[config.mk]
export PLATFORM = sky130hd
export DESIGN_NAME = hud_blood_ctrl
export DESIGN_NICKNAME = d
export VERILOG_FILES = /design/src/rtl/hud_pkg.sv /design/src/rtl/hp_flash_fsm.sv /design/src/rtl/hud_blood_ctrl.sv
export SDC_FILE = /design/constraint.sdc
export NUM_CORES = 1
export LEC_CHECK = 0
export BUFFER_PORTS_ARGS = -buffer_cell sky130_fd_sc_hd__buf_2
export CAP_MARGIN = 20
export CORE_MARGIN = 1
export CORE_UTILIZATION = 50
export DETAILED_ROUTE_END_ITERATION = 8
export HOLD_SLACK_MARGIN = 0.12
export PLACE_DENSITY = 0.77
export RECOVER_POWER = 50
export SLEW_MARGIN = 20
export SYNTH_ARGS = -nofsm -noshare
export SYNTH_HDL_FRONTEND = slang
export SYNTH_SLANG_ARGS = --single-unit
[constraint.sdc]
create_clock -name clk -period 2.8 [get_ports clk]
set_input_delay 0.42 -clock clk [delete_from_list [all_inputs] [get_ports clk]]
set_output_delay 0.42 -clock clk [all_outputs]
set_load 0.005 [all_outputs]
[src/rtl/hud_pkg.sv]
// Shared types and helpers for the HUD health-digit controller.
// Holds the flash FSM state type and the clamp/BCD split used for the digit slots.
package hud_pkg;

    localparam int DIGIT_W = 64;
    localparam int COLOR_W = 12;
    localparam logic [COLOR_W-1:0] TRANSPARENT = 12'h000;

    typedef enum logic [0:0] {
        IDLE  = 1'b0,
        FLASH = 1'b1
    } flash_state_t;

    function automatic logic [6:0] hp_clamp(input logic [6:0] hp, input logic [6:0] hp_max);
        logic [6:0] res;
        if (hp > hp_max) begin
            res = hp_max;
        end else begin
            res = hp;
        end
        return res;
    endfunction

    // Restoring ladder with weights 80/40/20/10 yields the tens digit one bit at a time.
    function automatic logic [7:0] bcd_split(input logic [6:0] hp, input logic [6:0] hp_max);
        logic [6:0] rem;
        logic [3:0] tens;
        rem = hp_clamp(hp, hp_max);
        if (rem >= 7'd80) begin rem = rem - 7'd80; tens[3] = 1'b1; end else begin tens[3] = 1'b0; end
        if (rem >= 7'd40) begin rem = rem - 7'd40; tens[2] = 1'b1; end else begin tens[2] = 1'b0; end
        if (rem >= 7'd20) begin rem = rem - 7'd20; tens[1] = 1'b1; end else begin tens[1] = 1'b0; end
        if (rem >= 7'd10) begin rem = rem - 7'd10; tens[0] = 1'b1; end else begin tens[0] = 1'b0; end
        return {tens, rem[3:0]};
    endfunction

endpackage

[src/rtl/hp_flash_fsm.sv]
// Per-player flash sequencer: blinks a player's digits for a fixed number of
// frames after the sampled health drops.
module hp_flash_fsm
    import hud_pkg::*;
#(
    parameter int HP_MAX       = 99,
    parameter int FLASH_FRAMES = 32,
    parameter int BLINK_BIT    = 2
) (
    input  logic       clk,
    input  logic       reset,
    input  logic       frame_tick,
    input  logic [6:0] hp,
    input  logic [7:0] frame_cnt,
    output logic       visible
);

    flash_state_t state_r, state_s;
    logic [7:0]   cnt_r, cnt_s;
    logic [6:0]   prev_hp_r, prev_hp_s;
    logic [6:0]   hp_clamped_s;
    logic         drop_s;

    // State, remaining-frames counter and last sampled health
    always_ff @(posedge clk or posedge reset) begin
        if (reset) begin
            state_r   <= IDLE;
            cnt_r     <= 8'd0;
            prev_hp_r <= 7'(HP_MAX);
        end else begin
            state_r   <= state_s;
            cnt_r     <= cnt_s;
            prev_hp_r <= prev_hp_s;
        end
    end

    // Next state: health is only looked at on frame_tick; a drop always (re)starts the flash
    always_comb begin
        hp_clamped_s = hp_clamp(hp, 7'(HP_MAX));
        drop_s       = frame_tick && (hp_clamped_s < prev_hp_r);
        state_s      = state_r;
        cnt_s        = cnt_r;
        prev_hp_s    = prev_hp_r;
        if (frame_tick) begin
            prev_hp_s = hp_clamped_s;
            if (drop_s) begin
                state_s = FLASH;
                cnt_s   = 8'(FLASH_FRAMES - 1);
            end else begin
                case (state_r)
                    FLASH: begin
                        if (cnt_r == 8'd0) begin
                            state_s = IDLE;
                        end else begin
                            cnt_s = cnt_r - 8'd1;
                        end
                    end
                    default: begin
                        state_s = IDLE;
                    end
                endcase
            end
        end else begin
            prev_hp_s = prev_hp_r;
        end
    end

    // Visibility: steady in IDLE, gated by the shared frame counter while flashing
    always_comb begin
        case (state_r)
            FLASH:   visible = (((frame_cnt >> BLINK_BIT) & 8'd1) == 8'd0);
            default: visible = 1'b1;
        endcase
    end

endmodule

[src/rtl/hud_blood_ctrl.sv]
// HUD health-digit sequencer: decodes the four digit slots, addresses the shared
// digit ROM bank and produces the registered HUD pixel two clocks after x/y.
module hud_blood_ctrl
    import hud_pkg::*;
#(
    parameter int P1_X0        = 16,
    parameter int P2_X0        = 496,
    parameter int HUD_Y0       = 16,
    parameter int HP_MAX       = 99,
    parameter int FLASH_FRAMES = 32,
    parameter int BLINK_BIT    = 2
) (
    input  logic               clk,
    input  logic               reset,
    input  logic               video_on,
    input  logic [9:0]         x,
    input  logic [9:0]         y,
    input  logic               frame_tick,
    input  logic [6:0]         p1_hp,
    input  logic [6:0]         p2_hp,
    output logic [5:0]         rom_row,
    output logic [5:0]         rom_col,
    output logic [3:0]         rom_sel,
    input  logic [COLOR_W-1:0] rom_color,
    output logic               blood_on,
    output logic [COLOR_W-1:0] rgb_out
);

    logic               row_hit_s;
    logic               slot_hit_s;
    logic [1:0]         slot_idx_s;
    logic [9:0]         slot_x0_s;
    logic [7:0]         p1_bcd_s, p2_bcd_s;
    logic [3:0]         digit_s;
    logic               vis_s;
    logic               p1_vis_s, p2_vis_s;
    logic [7:0]         frame_cnt_r;
    logic [3:0]         rom_sel_r;
    logic               hit_d_r, vis_d_r;
    logic               blood_on_r;
    logic [COLOR_W-1:0] rgb_out_r;

    // Slot decode: index 0/1 = P1 tens/ones, 2/3 = P2 tens/ones
    always_comb begin
        row_hit_s  = video_on && (y >= 10'(HUD_Y0)) && (y < 10'(HUD_Y0 + DIGIT_W));
        slot_hit_s = 1'b0;
        slot_idx_s = 2'd0;
        slot_x0_s  = 10'd0;
        if (row_hit_s) begin
            if ((x >= 10'(P1_X0)) && (x < 10'(P1_X0 + DIGIT_W))) begin
                slot_hit_s = 1'b1; slot_idx_s = 2'd0; slot_x0_s = 10'(P1_X0);
            end else if ((x >= 10'(P1_X0 + DIGIT_W)) && (x < 10'(P1_X0 + 2*DIGIT_W))) begin
                slot_hit_s = 1'b1; slot_idx_s = 2'd1; slot_x0_s = 10'(P1_X0 + DIGIT_W);
            end else if ((x >= 10'(P2_X0)) && (x < 10'(P2_X0 + DIGIT_W))) begin
                slot_hit_s = 1'b1; slot_idx_s = 2'd2; slot_x0_s = 10'(P2_X0);
            end else if ((x >= 10'(P2_X0 + DIGIT_W)) && (x < 10'(P2_X0 + 2*DIGIT_W))) begin
                slot_hit_s = 1'b1; slot_idx_s = 2'd3; slot_x0_s = 10'(P2_X0 + DIGIT_W);
            end else begin
                slot_hit_s = 1'b0;
            end
        end else begin
            slot_hit_s = 1'b0;
        end
    end

    // ROM address, forced to zero outside the digit slots
    always_comb begin
        if (slot_hit_s) begin
            rom_row = 6'(y - 10'(HUD_Y0));
            rom_col = 6'(x - slot_x0_s);
        end else begin
            rom_row = 6'd0;
            rom_col = 6'd0;
        end
    end

    assign p1_bcd_s = bcd_split(p1_hp, 7'(HP_MAX));
    assign p2_bcd_s = bcd_split(p2_hp, 7'(HP_MAX));

    // Digit and owner visibility for the addressed slot
    always_comb begin
        case (slot_idx_s)
            2'd0:    digit_s = p1_bcd_s[7:4];
            2'd1:    digit_s = p1_bcd_s[3:0];
            2'd2:    digit_s = p2_bcd_s[7:4];
            2'd3:    digit_s = p2_bcd_s[3:0];
            default: digit_s = 4'd0;
        endcase
        if (slot_idx_s[1]) begin
            vis_s = p2_vis_s;
        end else begin
            vis_s = p1_vis_s;
        end
    end

    // Shared blink phase, advanced once per frame
    always_ff @(posedge clk or posedge reset) begin
        if (reset) begin
            frame_cnt_r <= 8'd0;
        end else if (frame_tick) begin
            frame_cnt_r <= frame_cnt_r + 8'd1;
        end else begin
            frame_cnt_r <= frame_cnt_r;
        end
    end

    hp_flash_fsm #(
        .HP_MAX       (HP_MAX),
        .FLASH_FRAMES (FLASH_FRAMES),
        .BLINK_BIT    (BLINK_BIT)
    ) u_p1_flash (
        .clk        (clk),
        .reset      (reset),
        .frame_tick (frame_tick),
        .hp         (p1_hp),
        .frame_cnt  (frame_cnt_r),
        .visible    (p1_vis_s)
    );

    hp_flash_fsm #(
        .HP_MAX       (HP_MAX),
        .FLASH_FRAMES (FLASH_FRAMES),
        .BLINK_BIT    (BLINK_BIT)
    ) u_p2_flash (
        .clk        (clk),
        .reset      (reset),
        .frame_tick (frame_tick),
        .hp         (p2_hp),
        .frame_cnt  (frame_cnt_r),
        .visible    (p2_vis_s)
    );

    // Stage 1: digit select lines up with the ROM read data on the next cycle
    always_ff @(posedge clk or posedge reset) begin
        if (reset) begin
            rom_sel_r <= 4'd0;
            hit_d_r   <= 1'b0;
            vis_d_r   <= 1'b0;
        end else begin
            rom_sel_r <= slot_hit_s ? digit_s : 4'd0;
            hit_d_r   <= slot_hit_s;
            vis_d_r   <= vis_s;
        end
    end

    // Stage 2: black ROM pixels are transparent
    always_ff @(posedge clk or posedge reset) begin
        if (reset) begin
            blood_on_r <= 1'b0;
            rgb_out_r  <= 12'h000;
        end else if (hit_d_r && vis_d_r && (rom_color != TRANSPARENT)) begin
            blood_on_r <= 1'b1;
            rgb_out_r  <= rom_color;
        end else begin
            blood_on_r <= 1'b0;
            rgb_out_r  <= 12'h000;
        end
    end

    assign rom_sel  = rom_sel_r;
    assign blood_on = blood_on_r;
    assign rgb_out  = rgb_out_r;

endmodule

**Word level (Yosys, flattened, before mapping)**

Index checks and enable logic that the tools add are counted.

- Bits in registers: 59
- Input bits: 50
- Logic and storage cells: 125

- Add/sub/neg operators: 13
- $lt $le $gt $ge: 22
- Eq/ne operators: 5
- Mux-type cells: 54
- Reduce and logical (&&, ||, !) cells: 19

Operators with widths:

| cell | number |
|---|---|
| $mux W7 | 8 |
| $mux W8 | 6 |
| $mux W6 | 7 |
| $logic_not A8 Y1 | 3 |
| $mux W1 | 23 |
| $ge A10 B5 Y1 const B | 2 |
| $lt A10 B10 Y1 const B | 2 |
| $lt A10 B7 Y1 const B | 2 |
| $pmux W4 S4 | 1 |
| $sub A8 B1 Y8 const B | 2 |
| $ge A7 B4 Y1 const B | 2 |
| $ge A7 B5 Y1 const B | 2 |
| $ge A7 B6 Y1 const B | 2 |
| $ge A7 B7 Y1 const B | 2 |
| $gt A7 B7 Y1 const B | 2 |
| $lt A7 B7 Y1 | 2 |
| $sub A7 B5 Y7 const B | 2 |
| $sub A7 B6 Y7 const B | 2 |
| $sub A7 B7 Y7 const B | 2 |
| $mux W12 | 1 |
| $mux W4 | 3 |
| $reduce_bool A12 Y1 | 1 |
| $ge A10 B10 Y1 const B | 1 |
| $ge A10 B7 Y1 const B | 1 |
| 14 further kinds | 32 |

**Depth between registers and ports, before layout**

Gate-level depths: netlist (run 1).

- Depth in word-level cells: 12
- Mapped depth: 18

**Cells and area by module**

A second synthesis (run 1) with hierarchy kept.

- Cell total of the unflattened synthesis: 521
- Area, all modules: 4468.0 um^2

By module, submodules not included:

| module | times used | cells an instance | area an instance (um^2) | seq. area each (um^2) |
|---|---|---|---|---|
| hud_blood_ctrl | 1 | 315 | 2531.2 | 675.6 |
| hp_flash_fsm | 2 | 103 | 968.4 | 405.4 |

**Worst setup path after synthesis (run 1)**

No wires, ideal clock.

- Path kind: input to register
- Start point: input port p2_hp[6]
- End point: register rom_sel_r[1] (netlist: rom_sel[1])
- Library setup time: 0.129 ns
- Arrival time: 3.584 ns
- Setup slack: -0.913 ns
- Stages: 18
- Path buffers: 1
- Cells stage by stage: buf_4 nand2_1 nand2_1 ha_1 nand2b_1 a21o_1 nand3_1 o22ai_1 a21boi_2 xnor2_1 ha_1 nand2_1 a2111oi_0 o21bai_1 o41a_1 a22oi_1 mux2i_1 a31oi_1

- Word-level cells in the longest chain between the ends: 12
- Elaborated cells between the ends (all ways): 17
- Those cells by class: add/sub (4); order compare (5); mux (8)

RTL lines:

| element | line | RTL |
|---|---|---|
| start, declared | hud_blood_ctrl.sv:20 | `input logic [6:0] p2_hp,` |
| $gt A7 B7 Y1 | hud_pkg.sv:16 | `if (hp > hp_max) begin` |
| $mux W7 (*) | hud_pkg.sv:16 |  |
| $sub A7 B7 Y7 or $ge A7 B7 Y1 (tied branches) | hud_pkg.sv:29 | `if (rem >= 7'd80) begin rem = rem - 7'd80; tens[3] = 1'b1; end else begin tens[3] = 1'b0; end` |
| $mux W7 (*) | hud_pkg.sv:29 |  |
| $sub A7 B6 Y7 or $ge A7 B6 Y1 (tied branches) | hud_pkg.sv:30 | `if (rem >= 7'd40) begin rem = rem - 7'd40; tens[2] = 1'b1; end else begin tens[2] = 1'b0; end` |
| $mux W7 (*) | hud_pkg.sv:30 |  |
| $sub A7 B5 Y7 or $ge A7 B5 Y1 (tied branches) | hud_pkg.sv:31 | `if (rem >= 7'd20) begin rem = rem - 7'd20; tens[1] = 1'b1; end else begin tens[1] = 1'b0; end` |
| $mux W7 | hud_pkg.sv:31 |  |
| $ge A7 B4 Y1 or $sub A4 B4 Y4 (tied branches) | hud_pkg.sv:32 | `if (rem >= 7'd10) begin rem = rem - 7'd10; tens[0] = 1'b1; end else begin tens[0] = 1'b0; end` |
| $mux W4 | hud_pkg.sv:32 |  |
| $pmux W4 S4 (*) | hud_blood_ctrl.sv:82 | `case (slot_idx_s)` |
| $mux W4 (*) | hud_blood_ctrl.sv:140 | `rom_sel_r <= slot_hit_s ? digit_s : 4'd0;` |
| end signal, assigned | hud_blood_ctrl.sv:140 |  |
| end, declared | hud_blood_ctrl.sv:38 | `logic [3:0] rom_sel_r;` |

Mark *: on every way between the ends. The rest lies on a longest branch, timed or not.
A chain may end at the register's enable or synchronous reset.

**Final worst setup path (run 1)**

- Start point: input port p2_hp[5]
- End point: register rom_sel_r[1] (netlist: rom_sel[1])

Same word-level chain as after synthesis.

==> results of run 1 <==
flip-flops by register name, summed over array words and instances (netlist names):
register / count
u_p2_flash.cnt_r: 8
u_p1_flash.prev_hp_r: 7
u_p2_flash.prev_hp_r: 7
blood_on: 1
u_p2_flash.state_r: 1
hit_d_r: 1
rom_sel: 4
rgb_out: 12
u_p1_flash.state_r: 1
frame_cnt_r: 3
vis_d_r: 1
u_p1_flash.cnt_r: 8
layout make-up:
cell class              count  area, um2
repair buffers            161       1028
fillers                   593       2387
flip-flops and latches     54       1361
well taps                 102      127.6
clock buffers               5      68.82
multi-input cells         356       2579
inverters                  41      153.9
clock inverters             3      21.27
per-stage QoR:
| step | instances | setup TNS (ps) | area, um2 | hold slack (ps) |
|---|---|---|---|---|
| after detailed placement | 699 | -3922 | 5037 | 355.6 |
| final | 722 | -1261 | 5340 | 329.7 |
| after CTS | 718 | -573.2 | 5244 | 323.9 |
| after global routing | 722 | -2565 | 5340 | 312.3 |
| after global placement | 699 | -3113 | 5037 | 353.6 |
| after floorplan | 473 | -1570 | 4131 | 423.3 |
cell families after synthesis:
group | count (synthesis) | synth area share
XOR/XNOR | 22 | 0.05285
adder cells (fa/ha/maj) | 26 | 0.08130
AND/OR/NAND/NOR | 186 | 0.2445
multiplexers | 9 | 0.02408
AO/OA/AOI/OAI | 113 | 0.1951
buffers and inverters | 63 | 0.06191
flip-flops | 54 | 0.3402
cell usage in the layout, fill, tap and decap left out, types with 20 or more instances in the layout:
cell type,synthesis,layout
a21oi_1,24,23
and2_1,23,23
buf_2,3,73
buf_4,2,79
dfrtp_1,46,46
ha_1,26,22
inv_1,40,40
nand2_1,59,54
nor2_1,29,29
o21ai_0,20,20
path summary, 6_finish.rpt:
kind,from,to,slack [ps],cells past startpoint
hold reg to reg,frame_cnt_r[2],vis_d_r,470,1
setup reg to reg,u_p1_flash.prev_hp_r[1],u_p1_flash.cnt_r[2],450,11
hold / removal,rom_color[2],rgb_out[2],330,2
setup / recovery,p2_hp[5],rom_sel[1],-400,18
max in group asynchronous,reset,rgb_out[8],720,4
min in group asynchronous,reset,blood_on,640,3
power breakdown:
part,switching [mW],internal (mW),leakage (nW)
clock network,0.254,0.176,0.0441
registers,0.0587,0.874,0.657
logic,0.447,0.448,1.95
synthesized netlist by cell type (all sizes together), types with 3 or more instances:
library cell  instances
dfrtp                46
and3                 14
or3                   3
a21boi                4
o31a                  4
o21a                  9
or2                   4
nand4b                3
clkbuf               14
nand3                 5
a21oi                24
and2                 23
xor2                  7
o21ai                30
nand3b                5
inv                  41
a31oi                 6
nor3                 11
nor4                 10
xnor2                15
nand2                59
mux2i                 4
nor2b                 5
nor2                 31
nand2b                4
buf                   8
o211ai                5
dfstp                 8
mux2                  5
ha                   26
timing repair:
action | 4_1_cts | 5_1_grt
setup endpoints to repair | 4 | 5
pin swaps | 16 | 17
gates resized for setup | 9 | 13
buffers inserted | 10 | 4
hold endpoints to repair | 10 | 0
hold buffers | 1 | 0
layer usage:
| metal | GRT usage | wire length, um |
|---|---|---|
| met5 | 0 | 0 |
| met4 | 0.1019 | 287 |
| met3 | 0.03853 | 559 |
| met2 | 0.4236 | 5088 |
| met1 | 0.2950 | 4296 |
==> results.yml, run 1 <==
logic_synthesis:
  synth_edf_count: 0
  yosys_warnings: 0
  synth_top_cell_area_share: 0.2877
  synthesis.area_mm2: 0.004001
  ys_ff_latch: 54
  synth.net_count: 549
  synth_async_sr_flop_share: 1.000
  register_area_share_after_synthesis: 0.3402
  synthesis.area_per_instance_um2: 8.459
  postSynthCellCount: 473
  synth.largest_area_cell: "dfrtp_1"
  synth_ff_type: "dfrtp_1"
  synth.lib_cells_used.distinct: 72
  yosys-top-cells-area: "dfrtp_1, ha_1, nand2_1, dfstp_2, inv_1"
global_route:
  largest_net_degree_at_the_start_of_global_routing: 37
  gr-total-overflow: 0
  grt_pass1_wl_um: 16660
  initial_antenna_violation_count: 0
  overall_routing_resource_usage: 0.2426
  grt_pass1_vias: 3852
floorplan:
  rows: 32
  floorplan.core_area_mm2: 0.007727
  pin_count: 79
  floorplan.initialDensity: 0.5178
  die_w_um: 91.46
  die_height_um: 91.46
  die_area_mm2: 0.008364
clocking:
  cts.sinks: 54
  cts_root_buffer: "clkbuf_8"
  clk_path_buf_depth: 2
  cts.clk_slew.worst_paths_ps: 100
  cts_inserted_buffers: 5
  cts_max_level: 2
  tritoncts: "yes"
  clock_insertion_delay_worst_skew_ps: 310
placement:
  pre_cts_ws_ps: -638.5
  finalWeightedCongestion: 0.9232
  buffer_ports.inserted: 78
  hpwlAfterDp_um: 7587
sta:
  hold_violations: 0
  timing.final.max_slew_violations: 0
  worst_slew_pin_slew_ps: 1344
  max_slew_margin: 0.1040
  setup_viol: 4
  max_freq_mhz: 312.6
  rsz_0062_raised_after_global_routing: "true"
  min_period_over_period: 1.142
  clock-skew-final_ps: 3.648
  final.setup.worst_slack_ps: -398.7
  finalWorstPathRequiredPeriod_ps: 3199
routing:
  firstDrtPassIters: 4
  vias_per_cell: 5.553
  dr_vias: 4009
  ant_nets: 0
  drt-wirelength-per-cell_um: 14.17
  drc: 0
  drt_wl_total_um: 10230
  drt_first_iter_violations: 241
pwr:
  power_mw: 2.257
  vdd_ir_drop_max_mv: 0.1908
  power.leakage_nw: 2.646
  powerDensity_mw_per_mm2: 422.7
cells_and_area:
  diodes: 0
  fin_nets: 695
  ratio_of_cells_with_drive_above_1_in_the_final_layout: 0.3452
  finish.utilization: 0.6911
  syn_to_final_growth_pct: 33.46
run_status:
  status: "complete, but fails checks"
  violations: "negative setup slack"
setup_path:
  critPathMaxStageDelay_ps: 310
  crit_path_cell_trace: "buf_8, nand2_4, nand2_4, ha_4, nand2_4, and3_4, or2_1, o22ai_2, a21boi_4, xnor2_2, ha_2, nand2_2, a2111oi_4, o21bai_1, o41a_1, a22oi_2, mux2i_1, a31oi_1"
  critPathCaptureType: "register"
  buffering_stage_count_on_the_worst_path_with_inverters_included: 1
  worst_ep_arrival_time_ps: 3390
  critical-path-top-cell-by-count: "nand2_4"
  critPathLaunchType: "primary input"
  critical_path.slowest_cell: "ha_4"
  crit_required_ps: 2990
  critPathKind: "primary input to register"
  critPathTopFamily: "compound AO/OA/AOI/OAI gates"
  crit_path_max_fanout: 5
run:
  max_cap_violations: 0
hold_path:
  hold_path_class: "primary input to register"
(Power assumes the default switching activity.)
==> run 2, diff against run 1 <==
--- a/config.mk
+++ b/config.mk
@@ -7,11 +7,13 @@
 export LEC_CHECK = 0
 export BUFFER_PORTS_ARGS = -buffer_cell sky130_fd_sc_hd__buf_2
 export CAP_MARGIN = 20
+export CELL_PAD_IN_SITES_DETAIL_PLACEMENT = 0
+export CELL_PAD_IN_SITES_GLOBAL_PLACEMENT = 1
 export CORE_MARGIN = 1
-export CORE_UTILIZATION = 50
+export CORE_UTILIZATION = 42
 export DETAILED_ROUTE_END_ITERATION = 8
 export HOLD_SLACK_MARGIN = 0.12
-export PLACE_DENSITY = 0.77
+export PLACE_DENSITY = 0.85
 export RECOVER_POWER = 50
 export SLEW_MARGIN = 20
 export SYNTH_ARGS = -nofsm -noshare
==> run 2 against run 1 <==
  * The flow still finishes with violations (negative setup slack)
  * Hold slack better by 2.8 ps
  * Die area grew 19%
  * Combinational power down 2%
  * Routed wire length down 6.2%
  * Worst setup slack improved by 140 ps
  * Sequential power hardly changed
  * Utilization shrank 11 points
  * Register-to-register slack improved by 40 ps
  * First-iteration DRC count shrank 57%
  * Critical path type unchanged
  * Highest routed layer unchanged
==> results.yml, run 2 (synthesis gave the netlist of run 1 again) <==
routing:
  drt_wl_total_um: 9594
  drc: 0
  ant_nets: 0
  drt_first_iter_violations: 103
  vias_per_cell: 5.169
  dr_vias: 3851
  firstDrtPassIters: 4
  drt-wirelength-per-cell_um: 12.88
sta:
  max_slew_margin: 0.3394
  hold_violations: 0
  final.setup.worst_slack_ps: -256.5
  max_freq_mhz: 327.2
  rsz_0062_raised_after_global_routing: "true"
  setup_viol: 4
  worst_slew_pin_slew_ps: 989.9
  finalWorstPathRequiredPeriod_ps: 3056
  min_period_over_period: 1.092
  timing.final.max_slew_violations: 0
  whs_ps: 332.5
  clock-skew-final_ps: 5.845
cells_and_area:
  fin_nets: 691
  syn_to_final_growth_pct: 34.58
  diodes: 0
  post-route-cell-area_mm2: 0.005385
  final_cells: 745
  most-common-layout-cells: "buf_2, buf_4, nand2_1, dfrtp_1, inv_1"
  ratio_of_cells_with_drive_above_1_in_the_final_layout: 0.3555
  largest_register_ffs: 12
setup_path:
  rr_worst_depth: 11
  critPathCaptureType: "register"
  critPathKind: "primary input to register"
  critPathLaunchType: "primary input"
  critical_path.endpoint: "rom_sel[1]"
  crit_required_ps: 3000
  worst_r2r_src: "u_p1_flash.prev_hp_r[1]"
  crit_path_max_fanout: 3
  critical_path.reg2reg.endpoint: "u_p1_flash.cnt_r[3]"
  worst_ep_arrival_time_ps: 3250
  crit_start: "p2_hp[6]"
  reg2reg_slack_ps: 490
pwr:
  sequentialPowerShare: 0.399
  clockPowerShare: 0.224
  power.switching_uw: 752.5
  switching_share: 0.3225
  power.leakage_nw: 2.641
  vdd_ir_drop_max_mv: 0.2002
  power_mw: 2.334
  pwr-share-comb: 0.377
  powerDensity_mw_per_mm2: 433.4
  internal_power_mw: 1.581
global_route:
  overall_routing_resource_usage: 0.1982
  initial_antenna_violation_count: 0
  grt_pass1_vias: 3757
  grt_pass1_wl_um: 16170
  largest_net_degree_at_the_start_of_global_routing: 27
  gr-total-overflow: 0
placement:
  buffer_ports.inserted: 78
  hpwlAfterDp_um: 7392
  post_dp_cell_area_mm2: 0.005049
  finalWeightedCongestion: 0.9283
  placed_cells: 723
clocking:
  clock_insertion_delay_worst_skew_ps: 310
  cts.hold.buffers_added: 0
  cts_inserted_buffers: 5
  cts.clk_slew.worst_paths_ps: 100
  cts.sinks: 54
  clk_path_buf_depth: 2
  cts_max_level: 2
  tritoncts: "yes"
  cts_root_buffer: "clkbuf_8"
floorplan:
  die_area_mm2: 0.009921
  pin_count: 79
  die_w_um: 99.61
  die_height_um: 99.61
  floorplan.core_area_mm2: 0.009240
  floorplan.initialDensity: 0.4330
  rows: 35
run_status:
  violations: "negative setup slack"
  status: "complete, but fails checks"
run:
  max_cap_violations: 0
hold_path:
  hold_path_class: "primary input to asynchronous set/reset pin"
## run 2: power by group through the flow
stage | sequential (mW) | combinational, mW | clock [mW]
floorplan | 0.931 | 0.535 | 0
global placement | 0.940 | 0.779 | 0
detailed placement | 0.943 | 0.805 | 0
CTS | 0.931 | 0.854 | 0.530
global route | 0.941 | 0.987 | 0.559
finish | 0.931 | 0.881 | 0.522
## run 2: worst min path at each step
stage                    from                   to  depth (start not counted)  slack (ps)
6_report                reset  u_p2_flash.cnt_r[7]                          2         330
5_1_grt          rom_color[3]           rgb_out[3]                          2         340
4_1_cts                 reset  u_p2_flash.cnt_r[7]                          2         170
3_5_place_dp   frame_cnt_r[2]              vis_d_r                          1         440
3_3_place_gp   frame_cnt_r[2]              vis_d_r                          1         440
2_1_floorplan  frame_cnt_r[2]              vis_d_r                          1         420
## run 2: per-stage QoR
stage / utilization / setup TNS [ps] / worst slack, ps
after global routing: 0.5828 / -1266 / -429.6
after detailed placement: 0.5464 / -3800 / -681.1
after CTS: 0.5722 / -661.2 / -296.8
after global placement: 0.5464 / -3366 / -531.6
after floorplan: - / -1570 / -544.6
final: 0.5828 / -587.0 / -256.5
## run 2: area by class of cell
cell class	instances	area, um2
Clock buffer	5	68.82
Multi-Input combinational cell	356	2613
Fill cell	823	3855
Sequential cell	54	1361
Timing Repair Buffer	157	987.2
Inverter	41	153.9
Tap cell	129	161.4
Clock inverter	3	40.04
## run 2: timing repair
action | in CTS | in global routing
hold endpoints to repair | 0 | 0
pin swaps | 21 | 21
gates resized for setup | 15 | 14
buffers inserted | 10 | 5
setup endpoints to repair | 4 | 12
## run 2: metal layers
metal  vias up  global-route usage  part of all wire
met4         0             0.06900             0.022
met1      1794              0.2496              0.45
met2        99              0.3531              0.49
li1       1942                   -                 -
met3        16             0.02038             0.034
met5         -                   0                 0
## run 2: worst max-delay path, stage by stage
cell       delay (ps)
buf_8             100
buf_4             130
mux2i_4           180
ha_2              190
and3_4            170
or2_1             220
o22ai_2           140
a21boi_4          240
xnor2_2           140
ha_2              220
nand2_2            70
a2111oi_4         280
o21bai_1          110
o41a_1            150
a22oi_2           200
mux2i_1           220
a31oi_1            90
